`src/rtl/sbox_share_sched_if.sv`:
```
// Request/result handshakes and S-box lane bus for sbox_share_sched.
// slave = scheduler side, master = requesters plus external S-box lanes.
interface sbox_share_sched_if #(
    parameter int SBOX_LANES = 4
);
    logic                      dp_req;
    logic                      dp_mode;
    logic [127:0]              dp_data;
    logic                      dp_ack;
    logic                      dp_done;
    logic [127:0]              dp_result;

    logic                      ks_req;
    logic [31:0]               ks_data;
    logic                      ks_ack;
    logic                      ks_done;
    logic [31:0]               ks_result;

    logic [8*SBOX_LANES-1:0]   sbox_in;
    logic                      sbox_mode;
    logic [8*SBOX_LANES-1:0]   sbox_out;

    modport master (
        output dp_req, dp_mode, dp_data,
        input  dp_ack, dp_done, dp_result,
        output ks_req, ks_data,
        input  ks_ack, ks_done, ks_result,
        input  sbox_in, sbox_mode,
        output sbox_out
    );

    modport slave (
        input  dp_req, dp_mode, dp_data,
        output dp_ack, dp_done, dp_result,
        input  ks_req, ks_data,
        output ks_ack, ks_done, ks_result,
        output sbox_in, sbox_mode,
        input  sbox_out
    );
endinterface

```
`src/rtl/sbox_share_sched.sv`:
```
// Shares SBOX_LANES external AES S-box lanes between the round datapath (16 B) and
// key expansion (4 B SubWord). Define SBOX_SCHED_PERF_EN for perf_dp_ops/perf_ks_wait.
module sbox_share_sched #(
    parameter int SBOX_LANES = 4
) (
    input  logic               clk,
    input  logic               rst,
    sbox_share_sched_if.slave  bus,
`ifdef SBOX_SCHED_PERF_EN
    output logic [15:0]        perf_dp_ops,
    output logic [15:0]        perf_ks_wait,
`endif
    output logic               busy
);
    localparam int LW   = 8 * SBOX_LANES;
    localparam int N_DP = 16 / SBOX_LANES;
    localparam int N_KS = 4 / SBOX_LANES;

    if (SBOX_LANES != 1 && SBOX_LANES != 2 && SBOX_LANES != 4) begin : g_bad_lanes
        $error("sbox_share_sched: SBOX_LANES must be 1, 2 or 4");
    end

    typedef enum logic [1:0] {IDLE, DP_RUN, KS_RUN} state_t;
    typedef enum logic {OWNER_DP, OWNER_KS} owner_t;

    state_t         state;
    owner_t         last_grant;
    logic [3:0]     beat;
    logic [127:0]   work;
    logic           work_mode;
    logic [127:0]   acc;
    logic [127:0]   acc_next;
    logic [127:0]   dp_result_q;
    logic [31:0]    ks_result_q;
    logic           dp_done_q;
    logic           ks_done_q;
    logic           grant_dp;
    logic           grant_ks;
    logic           last_beat;
    logic [6:0]     base;
    logic [LW-1:0]  lane_in;
    logic           lane_mode;

    // Grant is decided combinationally in IDLE so ack coincides with data capture.
    always_comb begin
        grant_dp = 1'b0;
        grant_ks = 1'b0;
        if (!rst && state == IDLE) begin
            if (bus.dp_req && bus.ks_req) begin
                grant_ks = (last_grant == OWNER_DP);
                grant_dp = (last_grant == OWNER_KS);
            end else begin
                grant_dp = bus.dp_req;
                grant_ks = bus.ks_req;
            end
        end
    end

    always_comb begin
        base      = 7'(beat * LW);
        lane_in   = '0;
        lane_mode = 1'b0;
        acc_next  = acc;
        last_beat = 1'b0;
        if (state != IDLE) begin
            lane_in              = work[base +: LW];
            acc_next[base +: LW] = bus.sbox_out;
            lane_mode            = (state == DP_RUN) ? work_mode : 1'b0;
            last_beat            = (state == DP_RUN) ? (beat == 4'(N_DP - 1))
                                                     : (beat == 4'(N_KS - 1));
        end
    end

    always_ff @(posedge clk) begin
        if (rst) begin
            state       <= IDLE;
            last_grant  <= OWNER_DP;
            beat        <= '0;
            work        <= '0;
            work_mode   <= 1'b0;
            acc         <= '0;
            dp_result_q <= '0;
            ks_result_q <= '0;
            dp_done_q   <= 1'b0;
            ks_done_q   <= 1'b0;
        end else begin
            dp_done_q <= 1'b0;
            ks_done_q <= 1'b0;
            case (state)
                IDLE: begin
                    beat <= '0;
                    if (grant_dp) begin
                        work       <= bus.dp_data;
                        work_mode  <= bus.dp_mode;
                        last_grant <= OWNER_DP;
                        state      <= DP_RUN;
                    end else if (grant_ks) begin
                        work       <= {96'b0, bus.ks_data};
                        work_mode  <= 1'b0;
                        last_grant <= OWNER_KS;
                        state      <= KS_RUN;
                    end
                end
                DP_RUN, KS_RUN: begin
                    acc  <= acc_next;
                    beat <= beat + 4'd1;
                    if (last_beat) begin
                        state <= IDLE;
                        beat  <= '0;
                        if (state == DP_RUN) begin
                            dp_result_q <= acc_next;
                            dp_done_q   <= 1'b1;
                        end else begin
                            ks_result_q <= acc_next[31:0];
                            ks_done_q   <= 1'b1;
                        end
                    end
                end
                default: state <= IDLE;
            endcase
        end
    end

    assign bus.dp_ack    = grant_dp;
    assign bus.ks_ack    = grant_ks;
    assign bus.dp_done   = dp_done_q;
    assign bus.ks_done   = ks_done_q;
    assign bus.dp_result = dp_result_q;
    assign bus.ks_result = ks_result_q;
    assign bus.sbox_in   = lane_in;
    assign bus.sbox_mode = lane_mode;
    assign busy          = (state != IDLE);

`ifdef SBOX_SCHED_PERF_EN
    always_ff @(posedge clk) begin
        if (rst) begin
            perf_dp_ops  <= '0;
            perf_ks_wait <= '0;
        end else begin
            if (grant_dp && perf_dp_ops != '1)
                perf_dp_ops <= perf_dp_ops + 16'd1;
            if (bus.ks_req && !grant_ks && perf_ks_wait != '1)
                perf_ks_wait <= perf_ks_wait + 16'd1;
        end
    end
`endif
endmodule
```
`src/flat_wrapper.sv`:
```
// flat-port wrapper written by rule: the top's interface ports become plain ports
module sbox_share_sched_flat 
#(
    parameter int SBOX_LANES = 4
)
  (clk, rst, busy, bus_dp_req, bus_dp_mode, bus_dp_data, bus_dp_ack, bus_dp_done, bus_dp_result, bus_ks_req, bus_ks_data, bus_ks_ack, bus_ks_done, bus_ks_result, bus_sbox_in, bus_sbox_mode, bus_sbox_out);
  sbox_share_sched_if #(.SBOX_LANES(SBOX_LANES)) bus_i ();
  input  logic clk;
  input  logic rst;
  output logic busy;
  input wire logic [$bits(bus_i.dp_req)-1:0] bus_dp_req;
  input wire logic [$bits(bus_i.dp_mode)-1:0] bus_dp_mode;
  input wire logic [$bits(bus_i.dp_data)-1:0] bus_dp_data;
  output wire logic [$bits(bus_i.dp_ack)-1:0] bus_dp_ack;
  output wire logic [$bits(bus_i.dp_done)-1:0] bus_dp_done;
  output wire logic [$bits(bus_i.dp_result)-1:0] bus_dp_result;
  input wire logic [$bits(bus_i.ks_req)-1:0] bus_ks_req;
  input wire logic [$bits(bus_i.ks_data)-1:0] bus_ks_data;
  output wire logic [$bits(bus_i.ks_ack)-1:0] bus_ks_ack;
  output wire logic [$bits(bus_i.ks_done)-1:0] bus_ks_done;
  output wire logic [$bits(bus_i.ks_result)-1:0] bus_ks_result;
  output wire logic [$bits(bus_i.sbox_in)-1:0] bus_sbox_in;
  output wire logic [$bits(bus_i.sbox_mode)-1:0] bus_sbox_mode;
  input wire logic [$bits(bus_i.sbox_out)-1:0] bus_sbox_out;
  assign bus_i.dp_req = bus_dp_req;
  assign bus_i.dp_mode = bus_dp_mode;
  assign bus_i.dp_data = bus_dp_data;
  assign bus_dp_ack = bus_i.dp_ack;
  assign bus_dp_done = bus_i.dp_done;
  assign bus_dp_result = bus_i.dp_result;
  assign bus_i.ks_req = bus_ks_req;
  assign bus_i.ks_data = bus_ks_data;
  assign bus_ks_ack = bus_i.ks_ack;
  assign bus_ks_done = bus_i.ks_done;
  assign bus_ks_result = bus_i.ks_result;
  assign bus_sbox_in = bus_i.sbox_in;
  assign bus_sbox_mode = bus_i.sbox_mode;
  assign bus_i.sbox_out = bus_sbox_out;
  sbox_share_sched #(.SBOX_LANES(SBOX_LANES)) u_core (.clk(clk), .rst(rst), .bus(bus_i), .busy(busy));
endmodule
```
`config.mk`:
```
export PLATFORM = sky130hd
export DESIGN_NAME = sbox_share_sched_flat
export DESIGN_NICKNAME = d
export VERILOG_FILES = /design/src/rtl/sbox_share_sched_if.sv /design/src/rtl/sbox_share_sched.sv /design/src/flat_wrapper.sv
export SDC_FILE = /design/constraint.sdc
export NUM_CORES = 1
export LEC_CHECK = 0
export BUFFER_PORTS_ARGS = -buffer_cell sky130_fd_sc_hd__buf_4
export CELL_PAD_IN_SITES_DETAIL_PLACEMENT = 1
export CELL_PAD_IN_SITES_GLOBAL_PLACEMENT = 1
export CORE_MARGIN = 10
export CORE_UTILIZATION = 41
export CTS_CLUSTER_DIAMETER = 200
export DETAILED_ROUTE_END_ITERATION = 6
export PLACE_DENSITY_LB_ADDON = 0.1
export SLEW_MARGIN = 40
export SYNTH_ARGS = -nofsm -noshare
export SYNTH_HDL_FRONTEND = slang
export SYNTH_SLANG_ARGS = --single-unit
```
`constraint.sdc`:
```
create_clock -name clk -period 3.4 [get_ports clk]
set_clock_uncertainty 0.1 [all_clocks]
set_input_delay 0.34 -clock clk [delete_from_list [all_inputs] [get_ports clk]]
set_output_delay 0.34 -clock clk [all_outputs]
set_load 0.02 [all_outputs]
```
==> out/results.ini, run 1 <==
[pwr]
p_int_mw=11.2
swShare_pct=34.2
p_clk_share_pct=31.2
leakagePower_nw=9.03
ir_drop_mv=0.462
seq_power_share_pct=38.3
combPwrFrac_pct=30.5
powerDensity_nw_per_um2=732
net-switching-power_mw=5.80

[synthesis]
synthArstFlopShare_pct=0
synth_top_area_cell=dfxtp_1
ys.flop_type=dfxtp_1
synth_nets=1944
synth_area_per_cell_um2=9.69
synth_cells=1737
synth-edff-count=0
yosysTopAreaCellShare_pct=50.7
ys.warnings.count=0
yosysMostFrequentCell=dfxtp_1
ys_top_cells_by_count=dfxtp_1 (426), nor2_1 (237), a21oi_1 (193), a22oi_1 (191), o21ai_0 (190)
synth_area_leaders=dfxtp_1 (51%), a22oi_1 (8.5%), a21oi_1 (5.7%), o21ai_0 (5.6%), nor2_1 (5.3%)
ys_seq_elements=426
synth_seq_area_share_pct=50.7
syn_area_um2=16800
synth.distinct_cells=42

[die]
dieWidth_um=223
core_area_um2=40700
std_cell_rows=74
dieArea_um2=49600
initial_core_util_pct=41.3
die_h_um=223
num_io_pins=395

[grt]
grt_overflow=0
first_global_vias=16800
grt_pass1_wl_um=101000
track_usage_pct=25.4
grt_antenna_before_repair=4
grt_max_degree=151

[sta]
tns_ps=0
fmax_mhz=325
setup_viol=0
hold_viol=0
worst_pin_slew_ps=739
fin_crit_ps=3080
period_share_pct=90.6
rsz0062_at_grt=false
relSlewSlack_pct=50.7
slew_violations=0

[setup_path]
crit_fanout=71
cp-end-kind=output port
ff2ff_path_depth=8
required_ps=2960
startpoint_type=register
worst_ep_arrival_time_ps=2640
critical_path_class=reg -> out

[route]
drtIter0Drc=1368
post-route-drc-count=0
antenna_left=0
wl_um=66300
routedWlPerCell_um=24.1
avgViaCountPerCell=5.75
drt_first_pass_iters=5
vias=15800

[status]
status=completed

[layout]
final_nets=2385
fin_area_um2=23200
areaGrowthSynthToFinish_pct=37.7
drive_gt1_share_pct=27.4

[clock_tree]
cts.reportedPaths.clkPinSlew_ps=60
cts_max_level=2
post-cts-setup-buffers=0
clk-insertion-delay-late_ps=590
postCtsResizedCells=0
hold_buffers=152
root_buffer=clkbuf_16
cts_made_buffers=48
cts_buffer_depth=3
cts_tree=yes
cts_num_sinks=426

[place]
placed_area_um2=20000
dp_hpwl_um=40900
io_buffer_count=394
gp_congestion=0.768

[run]
drv_cap=0

[hold_path]
min_path_cells=3
hp-class=in -> reg

[flip-flops by register name, summed over array words and instances (netlist names)]
| signal | count |
|---|---|
| u_core.acc | 128 |
| u_core.beat | 4 |
| u_core.bus.dp_done | 1 |
| u_core.bus.dp_result | 128 |
| u_core.bus.ks_done | 1 |
| u_core.bus.ks_result | 32 |
| u_core.last_grant | 1 |
| u_core.state | 2 |
| u_core.work | 128 |
| u_core.work_mode | 1 |
[worst max-delay path: stages, from the launching register on]
cell     delay [ps]
dfxtp_1         340
inv_1           150
ha_4            230
nor2b_1         370
and3_4          340
buf_12          330
buf_4           220
[power groups by stage]
stage | combinational [mW] | sequential, mW | clock (mW)
floorplan | 3.30 | 6.65 | 0
global placement | 4.78 | 6.52 | 0
detailed placement | 4.95 | 6.57 | 0
CTS | 5.15 | 6.48 | 5.35
global route | 5.65 | 6.60 | 5.59
finish | 5.17 | 6.51 | 5.29
[cell usage in the layout, fill, tap and decap left out, drive strengths merged, types with 2 or more instances in the layout]
master       count
dlygate4sd3    152
diode            4
and3            10
xor2             2
bufinv           2
mux4            32
nand4b           2
nor2           237
nor4b            2
a21oi          193
inv              7
a211oi         132
clkinvlp         2
a22oi          221
buf            421
clkbuf          72
nand2            4
dfxtp          426
clkinv          13
mux2i           33
a21o             2
nand2b           3
and2            32
nor2b            3
ha              10
nor3b            2
o21ai          191
[logic make-up after synthesis]
group / Yosys count / share of synthesized area [%]
and+or+nand+nor: 299 / 7.78
buffers and inverters: 190 / 5.10
muxes: 66 / 6.31
xor gates and xnor gates: 3 / 0.156
DFF: 426 / 50.7
AOI/OAI and AO/OA: 743 / 29.2
adders and majority gates: 10 / 0.743
[stage by stage]
| step | setup slack [ps] | instances | util [%] | power, mW | hold WS, ps |
|---|---|---|---|---|---|
| 2_1_floorplan | 782 | 1737 | - | 9.95 | 355 |
| 3_3_place_gp | 794 | 2508 | 49.1 | 11.3 | 371 |
| 3_5_place_dp | 698 | 2508 | 49.1 | 11.5 | 380 |
| 4_1_cts | 290 | 2748 | 56.8 | 17.0 | 5.21 |
| 5_1_grt | 180 | 2752 | 56.9 | 17.8 | 1.36 |
| 6_report | 321 | 2752 | 56.9 | 17.0 | 5.76 |
[final cells by class]
cell class	instances	area (um^2)
diodes	4	10.0
clock buffers	71	1460
clock inverters	17	155
fillers	4440	17600
inverters	7	28.8
multi-input cells	1121	7480
flip-flops and latches	426	8530
well taps	532	666
repair buffers	574	4840
[final timing paths]
path | startpoint | to | slack [ps]
setup / recovery | u_core.state[1] | bus_dp_ack | 320
hold / removal | bus_ks_data[30] | u_core.work[30] | 6
setup reg to reg | u_core.state[1] | u_core.work[23] | 340
hold reg to reg | u_core.acc[40] | u_core.acc[40] | 390
[metal layers]
metal	GRT usage, %	routed length (um)	vias to the layer above
met3	6.71	4420	113
li1	-	-	7291
met4	8.87	2050	0
met5	0	0	-
met1	29.3	26100	7889
met2	44.6	33800	531
Note: power is estimated with default switching activity, not from simulation.
==> run 2, diff against run 1 <==
CORE_MARGIN = 2   (was 10)
CORE_UTILIZATION = 42   (was 41)
CTS_BUF_LIST = sky130_fd_sc_hd__clkbuf_8   (was unset)
clock period = 3.3 ns   (was 3.4 ns; I/O delays follow)
==> run 2 against run 1 <==
  * Clock-buffer cell count is 16 higher
  * Total power decreased by 1.9%
  * Sequential cell count stayed put
  * Clock power decreased by 15%
  * Largest cell class unchanged
==> out/results.ini, run 2 (synthesis gave the netlist of run 1 again) <==
[grt]
grt_max_degree=98
track_usage_pct=30.9
grt_overflow=0
grt_antenna_before_repair=2
grt_pass1_wl_um=99900
first_global_vias=17300

[layout]
layout_common_cells=dfxtp_1 (424), buf_4 (416), nor2_1 (237), a21oi_1 (193), a22oi_1 (191)
fin_area_um2=23300
drive_gt1_share_pct=27.4
areaGrowthSynthToFinish_pct=38.2
final_cell_count_no_fill=2816
final_core_utilization_pct=58.7
final_common_cell=dfxtp_1
final_nets=2451

[place]
gp_congestion=0.794
dp_hpwl_um=38400
place_inst=2510
pre_cts_slack_ps=677
placed_area_um2=20100
io_buffer_count=394

[route]
drt_first_pass_iters=5
route.met3.wl_um=4150
vias=16300
drtIter0Drc=1004
antenna_left=0
wl_met1_um=25300
wl_um=66000
routedWlPerCell_um=23.4
avgViaCountPerCell=5.77
wl_met2_um=33300
post-route-drc-count=0
top_layer=met5

[pwr]
ir_drop_mv=0.354
leakagePower_nw=9.21
p_total_mw=16.6
powerDensity_nw_per_um2=716

[die]
die_h_um=204
initial_core_util_pct=42.5
num_io_pins=395
core_area_um2=39600
std_cell_rows=73
dieWidth_um=204
dieArea_um2=41700

[sta]
whs_ps=23.4
fin_ws_ps=161
hold_viol=0
tns_ps=0
relSlewSlack_pct=45.3
period_share_pct=95.1
slew_violations=0
fin_crit_ps=3140
setup_viol=0
rsz0062_at_grt=false
worst_pin_slew_ps=821
fmax_mhz=319

[setup_path]
path_cells=inv_1, ha_4, nor2b_2, and3_4, buf_12, mux2i_1, dlygate4sd3_1, a21oi_1
cp-end-kind=register
worst_ep_arrival_time_ps=3500
required_ps=3660
crit_fanout=29
critical_path_class=reg -> reg
startpoint_type=register
crit_slowest_cell=dlygate4sd3_1
max_stage_delay_ps=620

[run]
drv_cap=0

[clock_tree]
cts_buffer_depth=3
cts_tree=yes
cts_made_buffers=74
root_buffer=clkbuf_8
cts.reportedPaths.clkPinSlew_ps=60
clk-insertion-delay-late_ps=610
cts_num_sinks=426
cts_max_level=3

[hold_path]
hp-class=in -> reg

[status]
status=completed

[run 2: changes by cell type in the layout (fill, tap and decap cells not counted), moves of 2 or more]
cell / delta
buf_4: +8
bufinv_16: -2
clkbuf_16: -50
inv_1: +33
clkbuf_8: +74
dlygate4sd3_1: +30
clkbuf_1: -8
clkinv_2: -11
diode_2: -3
[run 2: repair_timing]
item | CTS | global route
gates resized for setup | 0 | 1
hold buffers | 182 | 0
endpoints found under the setup margin | 0 | 7
endpoints found under the hold margin | 173 | 0
setup buffers | 0 | 0
[run 2: final timing paths]
check / startpoint / endpoint / slack [ps] / cells after the start
max: u_core.state[0] / u_core.work[4] / 160 / 8
min: bus_sbox_out[12] / u_core.bus.ks_result[12] / 20 / 3
max reg2reg: u_core.state[0] / u_core.work[4] / 160 / 8
min reg2reg: u_core.acc[67] / u_core.acc[67] / 380 / 2
[run 2: layout make-up]
type                    count  area, um^2
repair buffers            613        5210
fillers                  4363       16400
flip-flops and latches    426        8530
diodes                      1        2.50
well taps                 525         657
inverters                   7        28.8
clock buffers              87        1200
multi-input cells        1122        7490
clock inverters            35         139
[run 2: critical path: cells and delay by family, from the launching register on]
| family | cells | cell delay (ps) |
|---|---|---|
| buffers and inverters | 3 | 1020 |
| and+or+nand+nor | 2 | 860 |
| DFF | 1 | 360 |
| muxes | 1 | 340 |
| adders and majority gates | 1 | 220 |
| AOI/OAI and AO/OA | 1 | 80 |
[run 2: power by group]
| group | switching [mW] | internal [mW] |
|---|---|---|
| logic | 3.21 | 2.22 |
| registers | 0.574 | 6.12 |
| clock network | 2.16 | 2.36 |
[run 2: layer usage]
metal,track usage (%),vias up
met1,34.5,8027
met5,0,-
li1,-,7411
met4,16.2,2
met3,7.22,196
met2,54.6,622
==> run 3, diff against run 2 <==
==> constraint.sdc (replaced) <==
create_clock -name clk -period 3.3 [get_ports clk]
set_clock_uncertainty 0.1 [all_clocks]
set_input_delay 0.66 -clock clk [delete_from_list [all_inputs] [get_ports clk]]
set_output_delay 0.66 -clock clk [all_outputs]
set_load 0.02 [all_outputs]
==> run 3 against run 2 <==
  * Global-route usage fell by 4.3 points
  * Worst setup slack improved by 58 ps
  * Non-clock buffer count fell by 186
  * Sequential power barely moved
  * Core utilization fell by 4.7 points
  * Cell area fell by 8.0%
  * Largest cell class unchanged
  * Largest power group unchanged
==> out/results.ini, run 3 (synthesis gave the netlist of run 1 again) <==
[status]
status=completed

[sta]
fin_crit_ps=3080
tns_ps=0
worst_pin_slew_ps=788
setup_viol=0
relSlewSlack_pct=47.5
period_share_pct=93.4
rsz0062_at_grt=false
slew_violations=0
hold_viol=0
fmax_mhz=325

[layout]
layout_common_cells=dfxtp_1 (424), buf_4 (414), nor2_1 (237), a21oi_1 (193), a22oi_1 (191)
final_common_cell=dfxtp_1
regArea_um2=8530
fillCellCount=4494
multi_input_area_um2=7490
drive_gt1_share_pct=29.9
n_antenna_cell=0
areaGrowthSynthToFinish_pct=27.2
final_nets=2267
fin_area_um2=21400

[setup_path]
critical_path_class=reg -> out
startpoint_type=register
ff2ff_setup_slack_ps=720
crit_fanout=11
required_ps=2540
r2r_end=u_core.acc[120]
ff2ff_path_depth=7
worst_ep_arrival_time_ps=2320
r2r_start=u_core.beat[0]
cp-end-kind=output port

[route]
route.met3.wl_um=4300
drt_first_pass_iters=5
vias=14800
post-route-drc-count=0
wl_met2_um=28200
wl_met1_um=22500
top_layer=met5
avgViaCountPerCell=5.64
wl_um=56600
antenna_left=0
routedWlPerCell_um=21.5
drtIter0Drc=851

[hold_path]
hp-class=in -> reg
hold_end=u_core.work[79]
min_path_cells=3
holdCritStartpoint=bus_dp_data[79]

[grt]
grt_pass1_wl_um=86900
grt_max_degree=184
grt_antenna_before_repair=2
first_global_vias=15300
grt_overflow=0
track_usage_pct=26.7

[run]
drv_cap=0

[place]
dp_hpwl_um=37800
io_buffer_count=394
gp_congestion=0.810
placed_area_um2=20000

[clock_tree]
cts_max_level=3
cts_tree=yes
cts_made_buffers=76
cts.reportedPaths.clkPinSlew_ps=60
cts_num_sinks=426
cts_buffer_depth=3
hold_buffers=0
post-cts-setup-buffers=0
clk-insertion-delay-late_ps=630
root_buffer=clkbuf_8

[die]
die_h_um=204
std_cell_rows=73
initial_core_util_pct=42.5
dieArea_um2=41700
num_io_pins=395
dieWidth_um=204
core_area_um2=39600

[pwr]
leakagePower_nw=8.40
p_total_mw=16.2
ir_drop_mv=0.288
powerDensity_nw_per_um2=757

run 3: worst max-delay path by stage:
| stage | start | endpoint | slack (ps) |
|---|---|---|---|
| finish | u_core.state[0] | bus_dp_ack | 220 |
| global route | u_core.state[0] | bus_sbox_mode | 120 |
| CTS | u_core.state[0] | bus_dp_ack | 70 |
| detailed placement | rst | u_core.work[20] | 600 |
| global placement | rst | u_core.work[42] | 720 |
| floorplan | u_core.beat[1] | u_core.bus.dp_result[91] | 680 |
run 3: layout make-up:
| cell class | instances | area share (%) |
|---|---|---|
| sequential | 426 | 39.8 |
| clock inverter | 35 | 0.736 |
| clock buffer | 86 | 5.53 |
| timing repair buffer | 427 | 15.7 |
| tap | 525 | 3.07 |
| inverter | 7 | 0.134 |
| multi-input combinational | 1122 | 35.0 |
run 3: through the flow:
stage | utilization [%] | hold WS [ps] | worst slack, ps | std cells
6_report | 54.0 | 182 | 218 | 2628
3_3_place_gp | 50.5 | 371 | 720 | 2505
3_5_place_dp | 50.5 | 380 | 605 | 2505
2_1_floorplan | - | 357 | 682 | 1737
5_1_grt | 54.0 | 161 | 119 | 2628
4_1_cts | 53.9 | 134 | 67.1 | 2626
run 3: power breakdown:
part,total [mW],switching (mW),internal [mW]
clock network,4.47,2.12,2.35
registers,6.67,0.548,6.12
logic,5.06,3.03,2.04
total,16.2,5.69,10.5
run 3: metal layers:
layer / track usage (%) / up-vias
li1: - / 7040
met3: 8.48 / 94
met4: 9.24 / 4
met1: 30.9 / 7286
met5: 0 / -
met2: 46.2 / 409
run 3: worst max-delay path, cell delays in order (launching register included):
cell	delay [ps]
dfxtp_1	350
inv_1	130
ha_4	210
nor2b_2	350
and3_4	430
buf_4	210
run 3: repair_timing:
item,in CTS,in global routing
setup endpoints to repair,0,1
hold endpoints to repair,0,0
resized for setup,0,1
